===== src/rtl/alg1_dispatch_if.sv =====
// Bus bundle between the Alg1 dispatcher and its producer, Alg1 engine and result consumer.
// res_err_o exists only when ALG1_DISPATCH_TIMEOUT_EN is defined.
interface alg1_dispatch_if #(
  parameter int unsigned BITWIDTH = 32,
  parameter int unsigned DEPTH    = 4
);
  localparam int unsigned W  = BITWIDTH + 1;
  localparam int unsigned CW = $clog2(DEPTH) + 1;

  logic          in_valid_i;
  logic          in_ready_o;
  logic [W-1:0]  in_a_i;
  logic [W-1:0]  in_b_i;
  logic          alg_start_o;
  logic [W-1:0]  alg_a_o;
  logic [W-1:0]  alg_b_o;
  logic          alg_done_i;
  logic [W-1:0]  alg_y_i;
  logic          res_valid_o;
  logic          res_ready_i;
  logic [W-1:0]  res_y_o;
  logic          busy_o;
  logic [CW-1:0] count_o;
`ifdef ALG1_DISPATCH_TIMEOUT_EN
  logic          res_err_o;
`endif

  // Dispatcher side
  modport slave (
    input  in_valid_i, in_a_i, in_b_i, alg_done_i, alg_y_i, res_ready_i,
    output in_ready_o, alg_start_o, alg_a_o, alg_b_o, res_valid_o, res_y_o,
`ifdef ALG1_DISPATCH_TIMEOUT_EN
    output res_err_o,
`endif
    output busy_o, count_o
  );

  // Environment side: producer, Alg1 instance and result consumer
  modport master (
    output in_valid_i, in_a_i, in_b_i, alg_done_i, alg_y_i, res_ready_i,
    input  in_ready_o, alg_start_o, alg_a_o, alg_b_o, res_valid_o, res_y_o,
`ifdef ALG1_DISPATCH_TIMEOUT_EN
    input  res_err_o,
`endif
    input  busy_o, count_o
  );
endinterface


===== src/rtl/alg1_dispatch.sv =====
// Operand FIFO plus start/done sequencer feeding one Alg1 engine, one transaction at a time.
// Optional ISSUE watchdog enabled by defining ALG1_DISPATCH_TIMEOUT_EN.
module alg1_dispatch #(
  parameter int unsigned BITWIDTH = 32,
  parameter int unsigned DEPTH    = 4,
  parameter int unsigned TIMEOUT  = 255
) (
  input logic           CLK,
  input logic           RST,
  alg1_dispatch_if.slave bus
);
  localparam int unsigned W  = BITWIDTH + 1;
  localparam int unsigned AW = $clog2(DEPTH);
  localparam int unsigned CW = AW + 1;

  if (DEPTH < 2 || (DEPTH & (DEPTH - 1)) != 0 || TIMEOUT == 0) begin : g_bad_cfg
    $error("alg1_dispatch: DEPTH must be a power of two >= 2 and TIMEOUT nonzero");
  end

  typedef enum logic [1:0] {IDLE, ISSUE, RELEASE, OUT} state_t;

  state_t        state_q, state_d;
  logic [W-1:0]  mem_a [DEPTH];
  logic [W-1:0]  mem_b [DEPTH];
  logic [AW-1:0] wr_ptr_q, rd_ptr_q;
  logic [CW-1:0] count_q, count_d;
  logic          in_ready_q;
  logic          start_q, res_valid_q, busy_q;
  logic [W-1:0]  a_q, b_q, res_y_q;
  logic          push, pop, capture;

`ifdef ALG1_DISPATCH_TIMEOUT_EN
  localparam int unsigned TW = $clog2(TIMEOUT + 1);
  logic [TW-1:0] wd_q, wd_d;
  logic          expire;
  logic          res_err_q;
`endif

  assign push = bus.in_valid_i & in_ready_q;

  // Next-state decode; pop only on the IDLE->ISSUE hop
  always_comb begin
    state_d = state_q;
    pop     = 1'b0;
    capture = 1'b0;
`ifdef ALG1_DISPATCH_TIMEOUT_EN
    wd_d    = wd_q;
    expire  = 1'b0;
`endif
    case (state_q)
      IDLE: begin
        if (count_q != '0 && !bus.alg_done_i) begin
          pop     = 1'b1;
          state_d = ISSUE;
`ifdef ALG1_DISPATCH_TIMEOUT_EN
          wd_d    = '0;
`endif
        end
      end
      ISSUE: begin
        if (bus.alg_done_i) begin
          capture = 1'b1;
          state_d = RELEASE;
        end
`ifdef ALG1_DISPATCH_TIMEOUT_EN
        else if (wd_q == TW'(TIMEOUT - 1)) begin
          expire  = 1'b1;
          state_d = RELEASE;
        end else begin
          wd_d = wd_q + TW'(1);
        end
`endif
      end
      RELEASE: if (!bus.alg_done_i) state_d = OUT;
      OUT:     if (bus.res_ready_i) state_d = IDLE;
      default: state_d = IDLE;
    endcase
  end

  always_comb begin
    count_d = count_q;
    if (push && !pop)      count_d = count_q + CW'(1);
    else if (!push && pop) count_d = count_q - CW'(1);
  end

  // Payload storage is not reset; pointers and count define validity
  always_ff @(posedge CLK) begin
    if (push) begin
      mem_a[wr_ptr_q] <= bus.in_a_i;
      mem_b[wr_ptr_q] <= bus.in_b_i;
    end
  end

  always_ff @(posedge CLK) begin
    if (RST) begin
      state_q     <= IDLE;
      wr_ptr_q    <= '0;
      rd_ptr_q    <= '0;
      count_q     <= '0;
      in_ready_q  <= 1'b1;
      start_q     <= 1'b0;
      res_valid_q <= 1'b0;
      busy_q      <= 1'b0;
      a_q         <= '0;
      b_q         <= '0;
      res_y_q     <= '0;
    end else begin
      state_q     <= state_d;
      count_q     <= count_d;
      in_ready_q  <= (count_d != CW'(DEPTH));
      start_q     <= (state_d == ISSUE);
      res_valid_q <= (state_d == OUT);
      busy_q      <= (state_d != IDLE);
      if (push) wr_ptr_q <= wr_ptr_q + AW'(1);
      if (pop) begin
        rd_ptr_q <= rd_ptr_q + AW'(1);
        a_q      <= mem_a[rd_ptr_q];
        b_q      <= mem_b[rd_ptr_q];
      end
      if (capture) res_y_q <= bus.alg_y_i;
`ifdef ALG1_DISPATCH_TIMEOUT_EN
      if (expire) res_y_q <= '0;
`endif
    end
  end

`ifdef ALG1_DISPATCH_TIMEOUT_EN
  // Watchdog count and sticky error flag, cleared by the result handshake
  always_ff @(posedge CLK) begin
    if (RST) begin
      wd_q      <= '0;
      res_err_q <= 1'b0;
    end else begin
      wd_q <= wd_d;
      if (expire)                                res_err_q <= 1'b1;
      else if (capture)                          res_err_q <= 1'b0;
      else if (state_q == OUT && bus.res_ready_i) res_err_q <= 1'b0;
    end
  end
  assign bus.res_err_o = res_err_q;
`endif

  assign bus.in_ready_o  = in_ready_q;
  assign bus.alg_start_o = start_q;
  assign bus.alg_a_o     = a_q;
  assign bus.alg_b_o     = b_q;
  assign bus.res_valid_o = res_valid_q;
  assign bus.res_y_o     = res_y_q;
  assign bus.busy_o      = busy_q;
  assign bus.count_o     = count_q;
endmodule


===== src/flat_wrapper.sv =====
// flat-port wrapper written by rule: the top's interface ports become plain ports
module alg1_dispatch_flat 
#(
  parameter int unsigned BITWIDTH = 32,
  parameter int unsigned DEPTH    = 4,
  parameter int unsigned TIMEOUT  = 255
)
  (CLK, RST, bus_in_valid_i, bus_in_a_i, bus_in_b_i, bus_alg_done_i, bus_alg_y_i, bus_res_ready_i, bus_in_ready_o, bus_alg_start_o, bus_alg_a_o, bus_alg_b_o, bus_res_valid_o, bus_res_y_o, bus_busy_o, bus_count_o);
  alg1_dispatch_if #(.BITWIDTH(BITWIDTH), .DEPTH(DEPTH)) bus_i ();
  input logic CLK;
  input logic RST;
  input wire logic [$bits(bus_i.in_valid_i)-1:0] bus_in_valid_i;
  input wire logic [$bits(bus_i.in_a_i)-1:0] bus_in_a_i;
  input wire logic [$bits(bus_i.in_b_i)-1:0] bus_in_b_i;
  input wire logic [$bits(bus_i.alg_done_i)-1:0] bus_alg_done_i;
  input wire logic [$bits(bus_i.alg_y_i)-1:0] bus_alg_y_i;
  input wire logic [$bits(bus_i.res_ready_i)-1:0] bus_res_ready_i;
  output wire logic [$bits(bus_i.in_ready_o)-1:0] bus_in_ready_o;
  output wire logic [$bits(bus_i.alg_start_o)-1:0] bus_alg_start_o;
  output wire logic [$bits(bus_i.alg_a_o)-1:0] bus_alg_a_o;
  output wire logic [$bits(bus_i.alg_b_o)-1:0] bus_alg_b_o;
  output wire logic [$bits(bus_i.res_valid_o)-1:0] bus_res_valid_o;
  output wire logic [$bits(bus_i.res_y_o)-1:0] bus_res_y_o;
  output wire logic [$bits(bus_i.busy_o)-1:0] bus_busy_o;
  output wire logic [$bits(bus_i.count_o)-1:0] bus_count_o;
  assign bus_i.in_valid_i = bus_in_valid_i;
  assign bus_i.in_a_i = bus_in_a_i;
  assign bus_i.in_b_i = bus_in_b_i;
  assign bus_i.alg_done_i = bus_alg_done_i;
  assign bus_i.alg_y_i = bus_alg_y_i;
  assign bus_i.res_ready_i = bus_res_ready_i;
  assign bus_in_ready_o = bus_i.in_ready_o;
  assign bus_alg_start_o = bus_i.alg_start_o;
  assign bus_alg_a_o = bus_i.alg_a_o;
  assign bus_alg_b_o = bus_i.alg_b_o;
  assign bus_res_valid_o = bus_i.res_valid_o;
  assign bus_res_y_o = bus_i.res_y_o;
  assign bus_busy_o = bus_i.busy_o;
  assign bus_count_o = bus_i.count_o;
  alg1_dispatch #(.BITWIDTH(BITWIDTH), .DEPTH(DEPTH), .TIMEOUT(TIMEOUT)) u_core (.CLK(CLK), .RST(RST), .bus(bus_i));
endmodule

===== config.mk =====
export PLATFORM = sky130hd
export DESIGN_NAME = alg1_dispatch_flat
export DESIGN_NICKNAME = d
export VERILOG_FILES = /design/src/rtl/alg1_dispatch_if.sv /design/src/rtl/alg1_dispatch.sv /design/src/flat_wrapper.sv
export SDC_FILE = /design/constraint.sdc
export NUM_CORES = 1
export LEC_CHECK = 0
export CAP_MARGIN = 20
export CELL_PAD_IN_SITES_DETAIL_PLACEMENT = 1
export CELL_PAD_IN_SITES_GLOBAL_PLACEMENT = 1
export CORE_UTILIZATION = 35
export CTS_BUF_LIST = sky130_fd_sc_hd__clkbuf_4 sky130_fd_sc_hd__clkbuf_8 sky130_fd_sc_hd__clkbuf_16
export DETAILED_ROUTE_END_ITERATION = 10
export PLACE_DENSITY = 0.62
export RECOVER_POWER = 100
export SLEW_MARGIN = 10
export SYNTH_ARGS = -nofsm -noshare
export SYNTH_HDL_FRONTEND = slang
export SYNTH_SLANG_ARGS = --single-unit

===== constraint.sdc =====
create_clock -name CLK -period 4.04 [get_ports CLK]
set_input_delay 1.212 -clock CLK [delete_from_list [all_inputs] [get_ports CLK]]
set_output_delay 1.212 -clock CLK [all_outputs]
set_load 0.005 [all_outputs]

## Yosys cells after proc, flatten, opt, wreduce, memory -nomap -nowiden

Memories as Yosys holds them, arrays and structs flattened. A register that Yosys moved wholly into a read port is not among the register bits.
Cells that the tools add are included.

- Multiplexer cells: 13
- $add $sub $neg: 4
- Equal/unequal tests: 6
- Reductions and logical operators: 9
- Bitwise operators: 1

Operators with widths:

| cell | count |
|---|---|
| $mux W2 | 4 |
| $pmux W2 S4 | 1 |
| $eq A2 B2 Y1 const B | 3 |
| $mux W1 | 6 |
| $mux W3 | 2 |
| $add A2 B1 Y2 const B | 2 |
| $eq A2 B1 Y1 const B | 2 |
| $add A3 B1 Y3 const B | 1 |
| $logic_and A1 B1 Y1 | 3 |
| $logic_not A1 Y1 | 3 |
| $ne A3 B3 Y1 const B | 1 |
| $reduce_bool A3 Y1 | 1 |
| $sub A3 B1 Y3 const B | 1 |
| $logic_not A2 Y1 | 1 |
| $reduce_bool A2 Y1 | 1 |
| $and A1 B1 Y1 | 1 |

- Bits in registers: 46
- Memories kept: 2
- Word-level logic and storage cells: 44
- Bits in writable memories: 264
- Output and inout port bits: 106

Memory list:

| memory | depth | width | rd ports | clocked after Yosys merged registers in | wr ports | line | text |
|---|---|---|---|---|---|---|---|
| u_core.mem_a | 4 | 33 | 1 | 1 | 1 | alg1_dispatch.sv:23 | `logic [W-1:0] mem_a [DEPTH];` |
| u_core.mem_b | 4 | 33 | 1 | 1 | 1 | alg1_dispatch.sv:24 | `logic [W-1:0] mem_b [DEPTH];` |

## Logic depth before layout (Yosys ltp)

- Word-level depth: 8
- Depth in mapped cells: 8
- Mapped depth without buffers: 6

## Worst setup path after synthesis

Ideal clock, no wire load.

- Path kind: input -> register
- Start: input bus_in_valid_i
- End: memory u_core.mem_a[1][0] (netlist name) (enable)
- Arrival time: 2,815 ps
- Path buffers: 0
- Path slack: 793 ps
- Data required time: 3,609 ps
- Stages on the path: 1
- Cells stage by stage: and3_1

- Word-level cells in the longest chain between the ends: 3

RTL lines:

| what | line | text |
|---|---|---|
| from (decl) | flat_wrapper.sv:12 | `input wire logic [$bits(bus_i.in_valid_i)-1:0] bus_in_valid_i;` |
| $and A1 B1 Y1 | alg1_dispatch.sv:39 | `assign push = bus.in_valid_i & in_ready_q;` |
| $mux W1 | alg1_dispatch.sv:88 | `if (push) begin` |
| $mux W1 (implied by the code) | alg1_dispatch.sv:89 | `mem_a[wr_ptr_q] <= bus.in_a_i;` |
| to (decl) | alg1_dispatch.sv:23 |  |

No other way between the ends.

## Worst setup path in the final report

- Start: input bus_in_valid_i
- End: memory u_core.mem_b[1][31] (netlist name) (enable)

- Word-level cells in the longest chain between the ends: 3

RTL lines:

| what | line | text |
|---|---|---|
| $and A1 B1 Y1 | alg1_dispatch.sv:39 |  |
| $mux W1 | alg1_dispatch.sv:88 |  |
| $mux W1 (implied by the code) | alg1_dispatch.sv:90 | `mem_b[wr_ptr_q] <= bus.in_b_i;` |
| to (decl) | alg1_dispatch.sv:24 |  |

No other way between the ends.

==> flow_summary.ini <==
[final_layout]
fin_nets = 1189
drive_gt1_share_pct = 15.1
instances_no_fill = 1624
syn_to_final_growth_pct = 30.0

[sta]
fmax_ghz = 0.303
setup_violations = 0
clock_skew_ns = 0.0156
fin_crit_sh_pct = 81.8
hold_violations = 0
min_period_ns = 3.30
worstMarginPinSlew_ns = 1.93
hold_slack_ns = 0.450
slew_violations = 59
rsz0062_at_grt = no
fin_setup_tns_ns = 0
slew_headroom_pct = -28.7

[detailed_routing]
wl_um = 32300
wl_per_cell_um = 19.9
drc = 0
vias = 7859
drtAntennaViolNets = 0
drt_first_pass_iters = 6
viasPerCell = 4.84
initialDrtViolationCount = 325

[yosys]
synth_cell_types = 40
ys_seq_elements = 376
synth_compound_area_share_pct = 4.36
synth_edf_count = 264
synth_top_family_by_area = multiplexers
syn_inst = 855
synthMuxAreaShare_pct = 10.9
syn_nets = 966
yosys_warnings = 0
ys.flop_type = edfxtp_1
synth_area_mm2 = 0.0136
synth-simple-area-share_pct = 7.11
synthXorXnorAreaFrac_pct = 0.193
ys_seq_area_share_pct = 74.8
synth-async-reset-ratio_pct = 0
synthAdderAreaFrac_pct = 0.644
avgSynthCellArea_um2 = 15.9

[die]
core_region_area_mm2 = 0.0379
initial_utilization_pct = 35.8
dieArea_mm2 = 0.0396
fp.dieH_um = 199
io_pins = 210
die_x_um = 199
rows = 71

[power]
p_int_mw = 7.83
power_frac_seq_pct = 45.7
leakage_nw = 6.10
p_comb_share_pct = 17.9
p_per_area_mw_per_mm2 = 595
switchingPower_mw = 2.68
share_clk_of_total_power_pct = 36.5
p_sw_share_pct = 25.5
vdd_drop_max_mv = 0.385

[clock_tree]
cts_setup_buffers = 0
ctsLongestPathBuffers = 3
cts.clk_slew.worst_paths_ns = 0.05
cts_buffers = 42
clockRootBuffer = clkbuf_16
htreeDepth = 2
hold_buffers = 0
cts_tree = built
insertion_delay_ns = 0.56
post_cts_resized = 0
cts.sinks = 376

[min_path]
hp-class = reg -> reg
whs_endpoint = u_core.bus.res_y_o[8]
hold_depth = 2
hp-start = u_core.bus.res_y_o[8]

[place]
gp_congestion = 0.703
dp_hpwl_um = 18900
io_buffers = 209
dp_cells = 1545

[setup_path]
crit_arrival_ns = 3.49
reg2reg_depth = 4
crit_path_start_kind = primary input
path_cells = dlygate4sd3_1 -> and3_1 -> clkbuf_2
cp_data_required_time_ns = 4.23
path_buf_inv = 2
crit_path_max_fanout = 19
slowest_delay_ns = 1.01
setup.reg_to_reg.worst_slack_ns = 1.53
slowest_stage = and3_1
critical_path_class = in -> reg
end_kind = flop
r2r_end = u_core.mem_b[1][31]
rr_startpoint = u_core.wr_ptr_q[1]
critPathTopFamily = buffers and inverters

[job]
max-cap-violations = 2

[run_status]
status = complete, but fails checks
violations = capacitance limit, slew limit

[global_routing]
grt_pass1_wl_um = 49000
grt_overflow = 0
grt_max_degree = 66
grt_use_total_pct = 16.6
grt_pass1_vias = 8352
antenna_found_initial = 8
[layer usage]
layer,vias to the layer above,global-route usage [%],wire length [um]
met4,14,5.64,657
met1,3966,21.4,14200
li1,3635,-,-
met3,57,4.02,1820
met5,-,0,92
met2,187,27.5,15600
[tightest hold or removal path, delay by kind of cell, from the launching register on]
kind	cells	cell delay, ns
flops	1	0.30
simple gates	1	0.05
compound gates	1	0.05
[worst max path at each step]
stage | start | endpoint | cells after the start
6_report | bus_in_valid_i | u_core.mem_b[1][31] | 3
5_1_grt | RST | u_core.bus.alg_b_o[2] | 3
4_1_cts | u_core.bus.in_ready_o | bus_in_ready_o | 1
3_5_place_dp | bus_alg_done_i | u_core.bus.alg_a_o[3] | 6
3_3_place_gp | bus_alg_done_i | u_core.bus.alg_a_o[8] | 6
2_1_floorplan | bus_in_valid_i | u_core.mem_a[1][0] | 1
[area by class of cell]
cell class,count,area [um2]
flip-flops and latches,376,10200
clock buffers,67,1290
well taps,511,639
fillers,3727,20300
diodes,1,2.50
inverters,5,18.8
clock inverters,11,123
multi-input cells,425,3170
repair buffers,228,2250
[flip-flops by register name, indices dropped and copies added, names as in the netlist]
register	flops
u_core.wr_ptr_q	2
u_core.bus.alg_a_o	33
u_core.rd_ptr_q	2
u_core.mem_a	132
u_core.bus.alg_start_o	1
u_core.bus.alg_b_o	33
u_core.mem_b	132
u_core.bus.in_ready_o	1
u_core.bus.res_valid_o	1
u_core.bus.res_y_o	33
u_core.bus.count_o	3
u_core.bus.busy_o	1
u_core.state_q	2
[cell usage in the layout (no fill, tap or decap), drive strengths merged, types with 2 or more instances in the layout]
master         instances
o21ai                  2
a21oi                103
and4b                  2
edfxtp               264
inv                    7
nand2b                 2
and3                   4
nor2                   8
clkbuf                76
buf                   11
dfxtp                112
mux4                  66
clkinv                 7
xnor2                  2
or2                    2
nand2                205
nor2b                  2
dlygate4sd3          173
bufinv                 2
ha                     7
nor3                   4
nand3                  2
clkdlybuf4s50         35
[through the flow]
stage	utilization (%)	power, mW	setup slack [ns]	area (um2)
after floorplan	-	5.98	0.793	13600
after global placement	43.1	6.90	0.913	16300
after detailed placement	43.1	6.94	0.836	16300
after CTS	46.8	10.8	1.18	17800
after global routing	46.6	11.0	0.575	17700
final	46.6	10.5	0.736	17700
[cell usage after synthesis, types with 2 or more instances]
master      n  area [um2]
a21oi_1   103         515
and3_1      4        25.0
and4b_1     2        20.0
buf_1       3        11.3
buf_2      14        70.1
buf_4       2        15.0
buf_6       5        56.3
clkbuf_1   25        93.8
dfxtp_1   112        2240
edfxtp_1  264        7930
ha_1        7        87.6
inv_1       5        18.8
mux4_2     66        1490
nand2_1   205         769
nand2b_1    2        12.5
nand3_1     2        10.0
nor2_1      7        26.3
nor2b_1     2        12.5
nor3_1      2        10.0
nor3_2      2        20.0
xnor2_1     2        17.5
[power by group through the flow]
stage          Sequential [mW]  Combinational, mW  Clock [mW]
6_report                  4.80               1.88        3.84
2_1_floorplan             4.78               1.20           0
3_3_place_gp              4.89               2.01           0
5_1_grt                   4.86               2.08        4.08
3_5_place_dp              4.90               2.04           0
4_1_cts                   4.82               2.05        3.95
[cell families after synthesis]
| group | count (synthesis) |
|---|---|
| fa+ha+maj | 7 |
| flops | 376 |
| simple gates | 236 |
| buf+inv | 54 |
| xor+xnor | 3 |
| mux | 66 |
| compound gates | 113 |
No activity file was read; power rests on OpenSTA's default activity.
